File: config.mk
export PLATFORM = sky130hd
export DESIGN_NAME = fifo_burst_reader
export DESIGN_NICKNAME = d
export VERILOG_FILES = /design/src/rtl/fifo_burst_reader.sv
export SDC_FILE = /design/constraint.sdc
export NUM_CORES = 1
export LEC_CHECK = 0
export BUFFER_PORTS_ARGS = -buffer_cell sky130_fd_sc_hd__buf_2
export CAP_MARGIN = 20
export CORE_ASPECT_RATIO = 1.5
export CORE_UTILIZATION = 40
export CTS_CLUSTER_DIAMETER = 100
export DETAILED_ROUTE_END_ITERATION = 7
export GPL_ROUTABILITY_DRIVEN = 1
export SLEW_MARGIN = 30
export SYNTH_ARGS = -nofsm -noshare
export SYNTH_HDL_FRONTEND = slang
export SYNTH_SLANG_ARGS = --single-unit
export TNS_END_PERCENT = 100
File: constraint.sdc
create_clock -name rclk -period 6.3 [get_ports rclk]
set_clock_uncertainty 0.1 [all_clocks]
set_input_delay 1.89 -clock rclk [delete_from_list [all_inputs] [get_ports rclk]]
set_output_delay 1.89 -clock rclk [all_outputs]
set_load 0.02 [all_outputs]
File: src/rtl/fifo_burst_reader.sv
// fifo_burst_reader: pops a burst of words from a FIFO read port and streams them out through a 2-entry skid buffer
// Ports:
//   rclk, reset (sync, active-low)
//   start, burst_len            burst request, taken only when idle
//   fifo_empty, fifo_rd_en,     FIFO read port; fifo_data is valid the cycle after a pop
//   fifo_data
//   m_data, m_valid, m_ready    output stream
//   busy, done, word_cnt        status: reading/draining, end-of-burst pulse, words delivered
module fifo_burst_reader #(
    parameter int WIDTH = 4,
    parameter int LENW  = 5
) (
    input  logic             rclk,
    input  logic             reset,
    input  logic             start,
    input  logic [LENW-1:0]  burst_len,
    input  logic             fifo_empty,
    output logic             fifo_rd_en,
    input  logic [WIDTH-1:0] fifo_data,
    output logic [WIDTH-1:0] m_data,
    output logic             m_valid,
    input  logic             m_ready,
    output logic             busy,
    output logic             done,
    output logic [LENW-1:0]  word_cnt
);
    localparam logic [1:0] IDLE  = 2'd0;
    localparam logic [1:0] READ  = 2'd1;
    localparam logic [1:0] DRAIN = 2'd2;
    localparam logic [1:0] DONE  = 2'd3;
    logic [1:0]       state, state_nx;
    logic [LENW-1:0]  len, issued;
    logic             inflight, pop, take;
    logic [WIDTH-1:0] mem [2];
    logic             wr_ptr, rd_ptr;
    logic [1:0]       buf_count;
    logic [2:0]       occ;
    assign m_valid = buf_count != 2'd0;
    assign m_data  = mem[rd_ptr];
    assign pop     = m_valid & m_ready;
    assign take    = (state == IDLE) & start;
    // words already committed to the buffer once this cycle's transfer leaves
    assign occ        = {1'b0, buf_count} + {2'b0, inflight} - {2'b0, pop};
    assign fifo_rd_en = reset & (state == READ) & ~fifo_empty & (issued < len) & (occ < 3'd2);
    assign busy       = (state == READ) | (state == DRAIN);
    assign done       = state == DONE;
    always_comb begin
        state_nx = state == IDLE  ? (start ? (burst_len != '0 ? READ : DONE) : IDLE)
                 : state == READ  ? ((fifo_rd_en && LENW'(issued + 1'b1) == len) ? DRAIN : READ)
                 : state == DRAIN ? ((word_cnt == len && !inflight && buf_count == 2'd0) ? DONE : DRAIN)
                 : IDLE;
    end
    always_ff @(posedge rclk) begin
        if (!reset) begin
            state     <= IDLE;
            len       <= '0;
            issued    <= '0;
            word_cnt  <= '0;
            inflight  <= 1'b0;
            wr_ptr    <= 1'b0;
            rd_ptr    <= 1'b0;
            buf_count <= 2'd0;
            mem[0]    <= '0;
            mem[1]    <= '0;
        end else begin
            state    <= state_nx;
            inflight <= fifo_rd_en;
            len      <= take ? burst_len : len;
            issued   <= take ? '0 : fifo_rd_en ? LENW'(issued + 1'b1) : issued;
            word_cnt <= take ? '0 : pop ? LENW'(word_cnt + 1'b1) : word_cnt;
            if (inflight) begin
                mem[wr_ptr] <= fifo_data;
                wr_ptr      <= ~wr_ptr;
            end
            rd_ptr    <= pop ? ~rd_ptr : rd_ptr;
            buf_count <= buf_count + {1'b0, inflight} - {1'b0, pop};
            assert (buf_count <= 2'd2);
        end
    end
endmodule
==> Word-level counts from Yosys, hierarchy flattened <==
Memory sizes are Yosys's and may differ from the RTL's. A register that Yosys moved wholly into a read port is not among the register bits.
Cells that the tools add are included.
{ "totals": {"register_bits": 22, "mem_bits_rw": 8, "in_bits": 14, "out_inout_bits": 13, "word_cells": 59, "mem_count": 1} }
{ "mem_list": {"columns": ["memory", "words", "word_bits", "read_ports", "rd_clocked_by_memory_dff", "wr", "line_no", "source"], "rows": [
  ["mem", 2, 4, 1, 1, 2, "34", "logic [WIDTH-1:0] mem [2];"]
]} }
{ "classes": {"n_addsub": 6, "magnitude_cmp": 2, "n_eq_ne": 5, "muxes": 16, "bitwise_logic": 11, "n_reduce_logical": 10} }
{ "ops": {"columns": ["cell", "n"], "rows": [
  ["2-bit two-way mux", 6],
  ["5-bit by 1-bit adder with 5-bit output (second input constant)", 2],
  ["5-bit equality test", 2],
  ["1-bit two-way mux", 9],
  ["1-bit AND", 6],
  ["5-bit less-than comparator", 1],
  ["5-bit nonzero test", 1],
  ["2-bit equality test (second input constant)", 2],
  ["2-bit logical NOT", 2],
  ["4-bit two-way mux", 1],
  ["1-bit NOT", 4],
  ["4-bit OR reduction", 1],
  ["2-bit by 1-bit adder with 3-bit output", 1],
  ["1-bit logical AND", 3],
  ["3-bit by 2-bit less-than comparator with 1-bit output (second input constant)", 1],
  ["3-bit by 1-bit subtractor with 3-bit output", 1],
  ["2-bit by 1-bit adder with 2-bit output", 1],
  ["2-bit by 1-bit equality test with 1-bit output (second input constant)", 1],
  ["2-bit nonzero test", 1],
  ["2-bit OR reduction", 1],
  ["2-bit by 1-bit subtractor with 2-bit output", 1],
  ["1-bit logical NOT", 1],
  ["1-bit OR", 1]
]} }

==> Longest topological paths before layout <==
Gate-level depths: netlist of the first run.
{ "logic_depth": {"depth_word": 9, "depth_mapped": 10, "depth_no_buf": 9} }

==> Least setup slack after synthesis of the first run <==
OpenSTA, ideal clock, no wires.
{ "synth_timing": {"path_kind": "input port to output port", "start": "input port m_ready", "end": "output port fifo_rd_en", "arrival_time_ps": 3952, "required_ps": 4310, "setup_slack_ps": 358, "path_stages": 9, "n_path_buf": 1, "path_cell_list": "o21a_1 clkbuf_1 ha_1 inv_1 ha_1 fa_1 nor4b_4 nand4_2 nor2_1"} }
{ "synth_via": {"elab_chain_cells": 4} }
{ "synth_lines": {"columns": ["element", "line_no", "source"], "rows": [
  ["start, declared", "22", "input logic m_ready,"],
  ["1-bit AND", "40", "assign pop = m_valid & m_ready;"],
  ["named net pop", "33", "logic inflight, pop, take;"],
  ["3-bit by 1-bit subtractor with 3-bit output", "43", "assign occ = {1'b0, buf_count} + {2'b0, inflight} - {2'b0, pop};"],
  ["named net occ[1]", "37", "logic [2:0] occ;"],
  ["3-bit by 2-bit less-than comparator with 1-bit output", "44", "assign fifo_rd_en = reset & (state == READ) & ~fifo_empty & (issued < len) & (occ < 3'd2);"],
  ["1-bit AND", "44", null],
  ["end, declared", "18", "output logic fifo_rd_en,"]
]} }
The timed path passes the listed nets, and every way through them passes these cells.

==> Final worst setup path of the first run <==
{ "layout_timing": {"start": "input port m_ready", "end": "output port fifo_rd_en"} }
{ "layout_via": {"elab_chain_cells": 4} }
{ "layout_lines": {"columns": ["element", "line_no"], "rows": [
  ["1-bit AND", "40"],
  ["3-bit by 1-bit subtractor with 3-bit output", "43"],
  ["named net occ[1]", "37"],
  ["3-bit by 2-bit less-than comparator with 1-bit output", "44"],
  ["1-bit AND", "44"]
]} }
The timed path passes the listed nets, and every way through them passes these cells.

==> results of run 1 <==
critical path: cells and delay by family:
family | cells | cell delay, ns
AOI/OAI and AO/OA | 1 | 0.19
adders and majority gates | 3 | 1.00
buffers and inverters | 3 | 0.32
and+or+nand+nor | 3 | 0.58
how the worst min path moves through the flow:
stage | start | end | cells after the start
after floorplan | wr_ptr | wr_ptr | 2
after global placement | wr_ptr | wr_ptr | 2
after detailed placement | wr_ptr | wr_ptr | 2
after CTS | wr_ptr | wr_ptr | 2
after global routing | wr_ptr | wr_ptr | 2
final | wr_ptr | wr_ptr | 2
metal layers:
metal / track usage / routed length, µm / vias to the layer above
li1: - / - / 697
met1: 0.190 / 1390 / 653
met2: 0.380 / 2310 / 28
met3: 0.0463 / 148 / 5
met4: 0.0800 / 58 / 0
met5: 0 / 0 / -
kinds of logic after synthesis:
logic type               Yosys count  share of synthesized area
adder cells (fa/ha/maj)           14                      0.108
buffers and inverters             15                     0.0333
AND/OR/NAND/NOR                   72                      0.220
multiplexers                       5                     0.0325
AO/OA/AOI/OAI                     28                      0.109
XOR/XNOR                          16                     0.0828
flip-flops                        31                      0.414
cell type report:
| class | count | area (µm²) |
|---|---|---|
| fill | 389 | 1990 |
| timing repair buffer | 27 | 138 |
| sequential | 31 | 701 |
| clock inverter | 2 | 60.1 |
| inverter | 12 | 45.0 |
| clock buffer | 6 | 72.6 |
| multi-input combinational | 135 | 935 |
| tap | 45 | 56.3 |
registers in the layout (all words and copies together), names as in the netlist, named ones only:
register,cells
state,2
word_cnt,5
inflight,1
buf_count,2
rd_ptr,1
mem,8
issued,5
len,5
wr_ptr,1
through the flow:
| step | power [mW] | hold slack, ns |
|---|---|---|
| after global placement | 0.380 | 0.367 |
| after global routing | 0.648 | 0.449 |
| final | 0.613 | 0.387 |
| after CTS | 0.621 | 0.387 |
| after floorplan | 0.346 | 0.358 |
| after detailed placement | 0.386 | 0.374 |
report_power, final:
group          total [mW]  switching (mW)  internal, mW
logic               0.141          0.0819        0.0596
clock network       0.232          0.0742         0.158
registers           0.239          0.0183         0.221
synthesized netlist by cell type:
library cell / n
inv_1: 11
and2_1: 3
nand4_2: 1
o221a_1: 1
a21oi_1: 11
ha_1: 13
nand3_1: 5
edfxtp_1: 8
nand2b_1: 2
o21a_1: 1
nor4b_1: 1
dfxtp_1: 23
a221oi_1: 1
o31ai_1: 4
o211a_1: 1
xnor2_1: 10
o221ai_1: 1
nor2b_1: 3
xor2_1: 6
clkbuf_1: 3
nor4b_4: 1
a31oi_1: 1
o31a_1: 1
inv_2: 1
and4_1: 1
nand2_1: 23
nand4_1: 5
or4_1: 3
a31o_1: 1
mux2_2: 4
mux2i_1: 1
o21bai_1: 1
a21o_1: 1
nor3_1: 2
o21ai_1: 3
fa_1: 1
and3b_1: 2
nor2_1: 20
==> qor.csv, run 1 <==
metric,value,unit
status,"complete, no violations",
number_of_post_cts_setup_repair_buffers,0,
timing.critical_path.arrival,3.99,ns
clock_latency,0.29,ns
power_density,306,nW/µm²
crit_path_start,m_ready,
placedInstanceArea,1870,µm²
setup.reg_to_reg.worst_slack,3.21,ns
vias,1383,
clock_tree_root,clkbuf_8,
largest_net_degree_at_the_start_of_global_routing,16,
max_fclk,0.167,GHz
starting_density,0.424,
timing.critical_path.cells,buf_2 -> o21a_1 -> ha_1 -> inv_1 -> ha_1 -> fa_1 -> nor4b_4 -> nand4_2 -> nor2_1 -> buf_2,
setup_viol,0,
routedWlPerCell,15.1,µm
rsz_0062_raised_after_global_routing,false,
postCtsResizedCells,0,
tritoncts.num_buffers,5,
avg_synthesized_cell_area,9.35,µm²
reg_to_reg_endpoint,issued[3],
drt_iter0_drc,31,
detailedRoute.firstPassIterationCount,4,
synth_cell_type_count,38,
relSlewSlack,0.665,
path_class,in2out,
post-route-util,0.503,
critical_path.reg2reg.startpoint,buf_count[1],
rr_worst_depth,10,
drv.max_cap_violation_count,0,
layout_commonest_cell,buf_2,
postRouteAntennaNets,0,
gp_routability_congestion,0.846,
ys_seq_elements,31,
timing.critical_path.required,4.31,ns
final.setup.tns,0,ns
setup.worst_path.start_class,input pin,
clock_sink_count,31,
synth_warnings,0,
post-route-period-util,0.950,
first_global_vias,1339,
grt_pass1_wl,6190,µm
dpl.cell_count,250,
worst_setup_hold_path_clk_slew,0.07,ns
hold_viol,0,
timing_worst_slew_pin_value,0.498,ns
cts_hold_buf,0,
crit_path_time_final,5.98,ns
post-route-drc-count,0,
mostFrequentLayoutCells,"buf_2 (26), nand2_1 (23), dfxtp_1 (23), nor2_1 (20), ha_1 (13)",
synth.top_cell.area_share,0.272,
critPathMaxFanout,7,
critPathCaptureType,output port,
syn_area,1690,µm²
num_antenna_cells,0,
synth_largest_area_cell,dfxtp_1,
peak_supply_drop,202,µV
postRouteWirelength,3910,µm
critical_path.endpoint,fifo_rd_en,
dieHeight,81.6,µm
finalWorstSetupSlack,0.317,ns
floorplan.core_area,3990,µm²
globalRouteOverflowTotal,0,
synth.top_cells.by_area,"dfxtp_1 (27%), edfxtp_1 (14%), ha_1 (9.6%), xnor2_1 (5.2%), nand2_1 (5.1%)",
top_level_ports,27,
cp_slowest_stage_delay,0.49,ns
drive_above_1_share,0.192,
cpMaxStageDelayCell,fa_1,
grt_antenna_before_repair,0,
clock_h_tree_levels,2,
synth_nets,209,
detail_route.vias_per_cell,5.36,
deepest_clock_path_buffer_count,2,
drv_slew,0,
hold_path_class,reg2reg,
die_area,4500,µm²
post_synthesis_to_final_layout_area_growth,18.6,%
final_area,2010,µm²
die_w,55.1,µm
dpl_worst_slack,0.297,ns
synthesis.instances,181,
grt_use_total,0.198,
synth.yosys.seq_area_share,0.414,
power.static_leakage,0.836,nW
rows,28,
port_buffers,26,
dpl.hpwl,3100,µm
finish.cell_count_without_fillers,258,
final_nets,240,
tritoncts,built,
(Power assumes the default switching activity.)
==> run 2, diff against run 1 <==
Settings changed: ABC_AREA set to 1.
==> qor.csv, run 2 <==
metric,value,unit,change
crit_path_start,m_ready,,
yosys-top-cells-count,"nand2_1 (44), inv_1 (34), nor2_1 (29)",,
largest_net_degree_at_the_start_of_global_routing,16,,unchanged
power.net_switching,0.195,mW,+12%
postRouteWirelength,3480,µm,-11%
synth.yosys.seq_area_share,0.410,,-0.00425
netSwitchingFraction,0.327,,+0.0430
ys.flop_type,dfxtp_1,,
synthesis.instances,216,,+19%
clock_sink_count,31,,unchanged
rows,28,,unchanged
critPathMaxFanout,6,,-1
num_antenna_cells,0,,unchanged
power.static_leakage,0.942,nW,+13%
globalRouteOverflowTotal,0,,unchanged
detailedRoute.firstPassIterationCount,4,,unchanged
largest_register,mem,,
setup_viol,0,,unchanged
vias,1467,,+6.1%
layout_commonest_cell,nand2_1,,
postSynth.asyncResetShare,0,,unchanged
syn_area,1710,µm²,+1.0%
rr_worst_depth,17,,+7
grt_pass1_wl,5970,µm,-3.6%
path_class,in2out,,
synth.top_cells.by_area,"dfxtp_1 (27%), edfxtp_1 (14%), nand2_1 (9.7%), ha_1 (9.5%), inv_1 (7.5%)",,
ys_seq_elements,31,,unchanged
power.share.sequential,0.405,,+0.014
reg_to_reg_endpoint,state[0],,
routedWlPerCell,11.9,µm,-21%
timing.critical_path.arrival,3.56,ns,-0.43 ns
synth_cell_type_count,28,,-26%
synth_nets,244,,+17%
starting_density,0.424,,+0.000665
cell_internal_power,0.400,mW,-8.9%
critical_path.reg2reg.startpoint,buf_count[1],,
tritoncts,built,,
gp_routability_congestion,0.789,,-6.7%
avg_synthesized_cell_area,7.91,µm²,-15%
peak_supply_drop,231,µV,+14%
timing_worst_slew_pin_value,0.433,ns,-0.0654 ns
die_area,4540,µm²,+1.0%
critical_path.endpoint,fifo_rd_en,,
n_fill_cell,412,,+5.9%
synth.top_cell.area_share,0.269,,-0.00279
postRouteAntennaNets,0,,unchanged
first_global_vias,1327,,-0.90%
number_of_post_cts_setup_repair_buffers,0,,unchanged
status,"complete, no violations",,
hold_viol,0,,unchanged
timing.critical_path.required,4.31,ns,about the same
synth_warnings,0,,unchanged
hold_path_class,reg2reg,,
clock_h_tree_levels,2,,unchanged
floorplan.core_area,4030,µm²,+0.88%
critPathCaptureType,output port,,
mostFrequentLayoutCells,"nand2_1 (44), inv_1 (34), nor2_1 (29), buf_2 (26), dfxtp_1 (23)",,
setup.reg_to_reg.worst_slack,3.59,ns,+0.38 ns
drv_slew,0,,unchanged
worst_setup_hold_path_clk_slew,0.06,ns,about the same
rsz_0062_raised_after_global_routing,false,,
port_buffers,26,,unchanged
post-route-drc-count,0,,unchanged
largest_reg_flops,8,,unchanged
grt_use_total,0.175,,-0.0226
final_nets,274,,+14%
grt_antenna_before_repair,0,,unchanged
drt_iter0_drc,34,,+9.7%
post_synthesis_to_final_layout_area_growth,16.1,%,
crit_path_time_final,5.55,ns,-0.429 ns
power,0.594,mW,-3.1%
die_w,55.4,µm,+0.50%
top_level_ports,27,,unchanged
tritoncts.num_buffers,5,,unchanged
detail_route.vias_per_cell,5.02,,-6.3%
clock_tree_root,clkbuf_8,,
p_clk_frac,0.321,,-0.058
drive_above_1_share,0.186,,-0.00625
clock_latency,0.29,ns,about the same
relSlewSlack,0.711,,+0.0457
synth_enable_flop_cells,8,,unchanged
post-route-period-util,0.881,,-0.0681
dieHeight,82.1,µm,+0.50%
setup.worst_path.start_class,input pin,,
power_density,300,nW/µm²,-2.0%
max_fclk,0.180,GHz,+7.7%
synth_largest_area_cell,dfxtp_1,,
dpl.hpwl,2690,µm,-13%
final.setup.tns,0,ns,unchanged
power.combinational.fraction,0.274,,+0.043
deepest_clock_path_buffer_count,2,,unchanged
worst_hold_slack,0.356,ns,-0.0306 ns
synthMostInstantiatedCell,nand2_1,,
hold_start,rd_ptr,,
cts_hold_buf,0,,unchanged
postCtsResizedCells,0,,unchanged
drv.max_cap_violation_count,0,,unchanged
run 2: kinds of logic (layout without fill, tap and decap cells):
logic type | count (synthesis) | in the layout | share of synthesized area
DFF | 31 | 31 | 0.410
AOI/OAI and AO/OA | 27 | 27 | 0.0981
and+or+nand+nor | 98 | 98 | 0.251
xor gates and xnor gates | 3 | 3 | 0.0154
buffers and inverters | 39 | 70 | 0.0922
adders and majority gates | 14 | 14 | 0.107
muxes | 4 | 4 | 0.0264
run 2: metal layers:
layer / global-route usage / wire (µm) / vias to the layer above
li1: - / - / 760
met1: 0.181 / 1440 / 674
met2: 0.323 / 1830 / 26
met3: 0.0425 / 142 / 7
met4: 0.103 / 70 / 0
met5: 0 / 0 / -
run 2: power groups by stage:
| stage | Combinational, mW | Clock [mW] | Sequential [mW] |
|---|---|---|---|
| final | 0.163 | 0.191 | 0.240 |
| after global routing | 0.186 | 0.208 | 0.243 |
| after CTS | 0.164 | 0.194 | 0.241 |
| after detailed placement | 0.164 | 0 | 0.245 |
| after global placement | 0.162 | 0 | 0.245 |
| after floorplan | 0.124 | 0 | 0.242 |
run 2: cell type report:
class | instances | area [µm²] | area share
clock buffers | 5 | 68.8 | 0.0347
clock inverters | 3 | 38.8 | 0.0195
inverters | 35 | 131 | 0.0662
multi-input cells | 146 | 851 | 0.429
flip-flops and latches | 31 | 701 | 0.353
well taps | 45 | 56.3 | 0.0284
repair buffers | 27 | 138 | 0.0694
run 2: per-stage QoR:
step | instances | setup slack, ns | utilization | cell area (µm²)
6_report | 292 | 0.747 | 0.493 | 1980
5_1_grt | 292 | 0.612 | 0.493 | 1980
2_1_floorplan | 216 | 0.956 | - | 1710
3_3_place_gp | 284 | 0.771 | 0.466 | 1880
3_5_place_dp | 284 | 0.754 | 0.466 | 1880
4_1_cts | 292 | 0.743 | 0.493 | 1980
run 2: critical path, stage by stage:
cell,delay [ns]
buf_2,0.11
nand2_4,0.09
inv_2,0.06
ha_1,0.27
inv_1,0.03
ha_1,0.18
fa_1,0.37
xor2_1,0.15
nand2_1,0.11
nor2_2,0.13
buf_2,0.17
run 2: how the worst min path moves through the flow:
| stage | cells past startpoint | end | slack [ns] |
|---|---|---|---|
| 4_1_cts | 1 | rd_ptr | 0.36 |
| 3_3_place_gp | 1 | rd_ptr | 0.34 |
| 5_1_grt | 1 | flip-flop | 0.38 |
| 6_report | 1 | rd_ptr | 0.36 |
| 2_1_floorplan | 1 | flip-flop | 0.33 |
| 3_5_place_dp | 1 | rd_ptr | 0.35 |
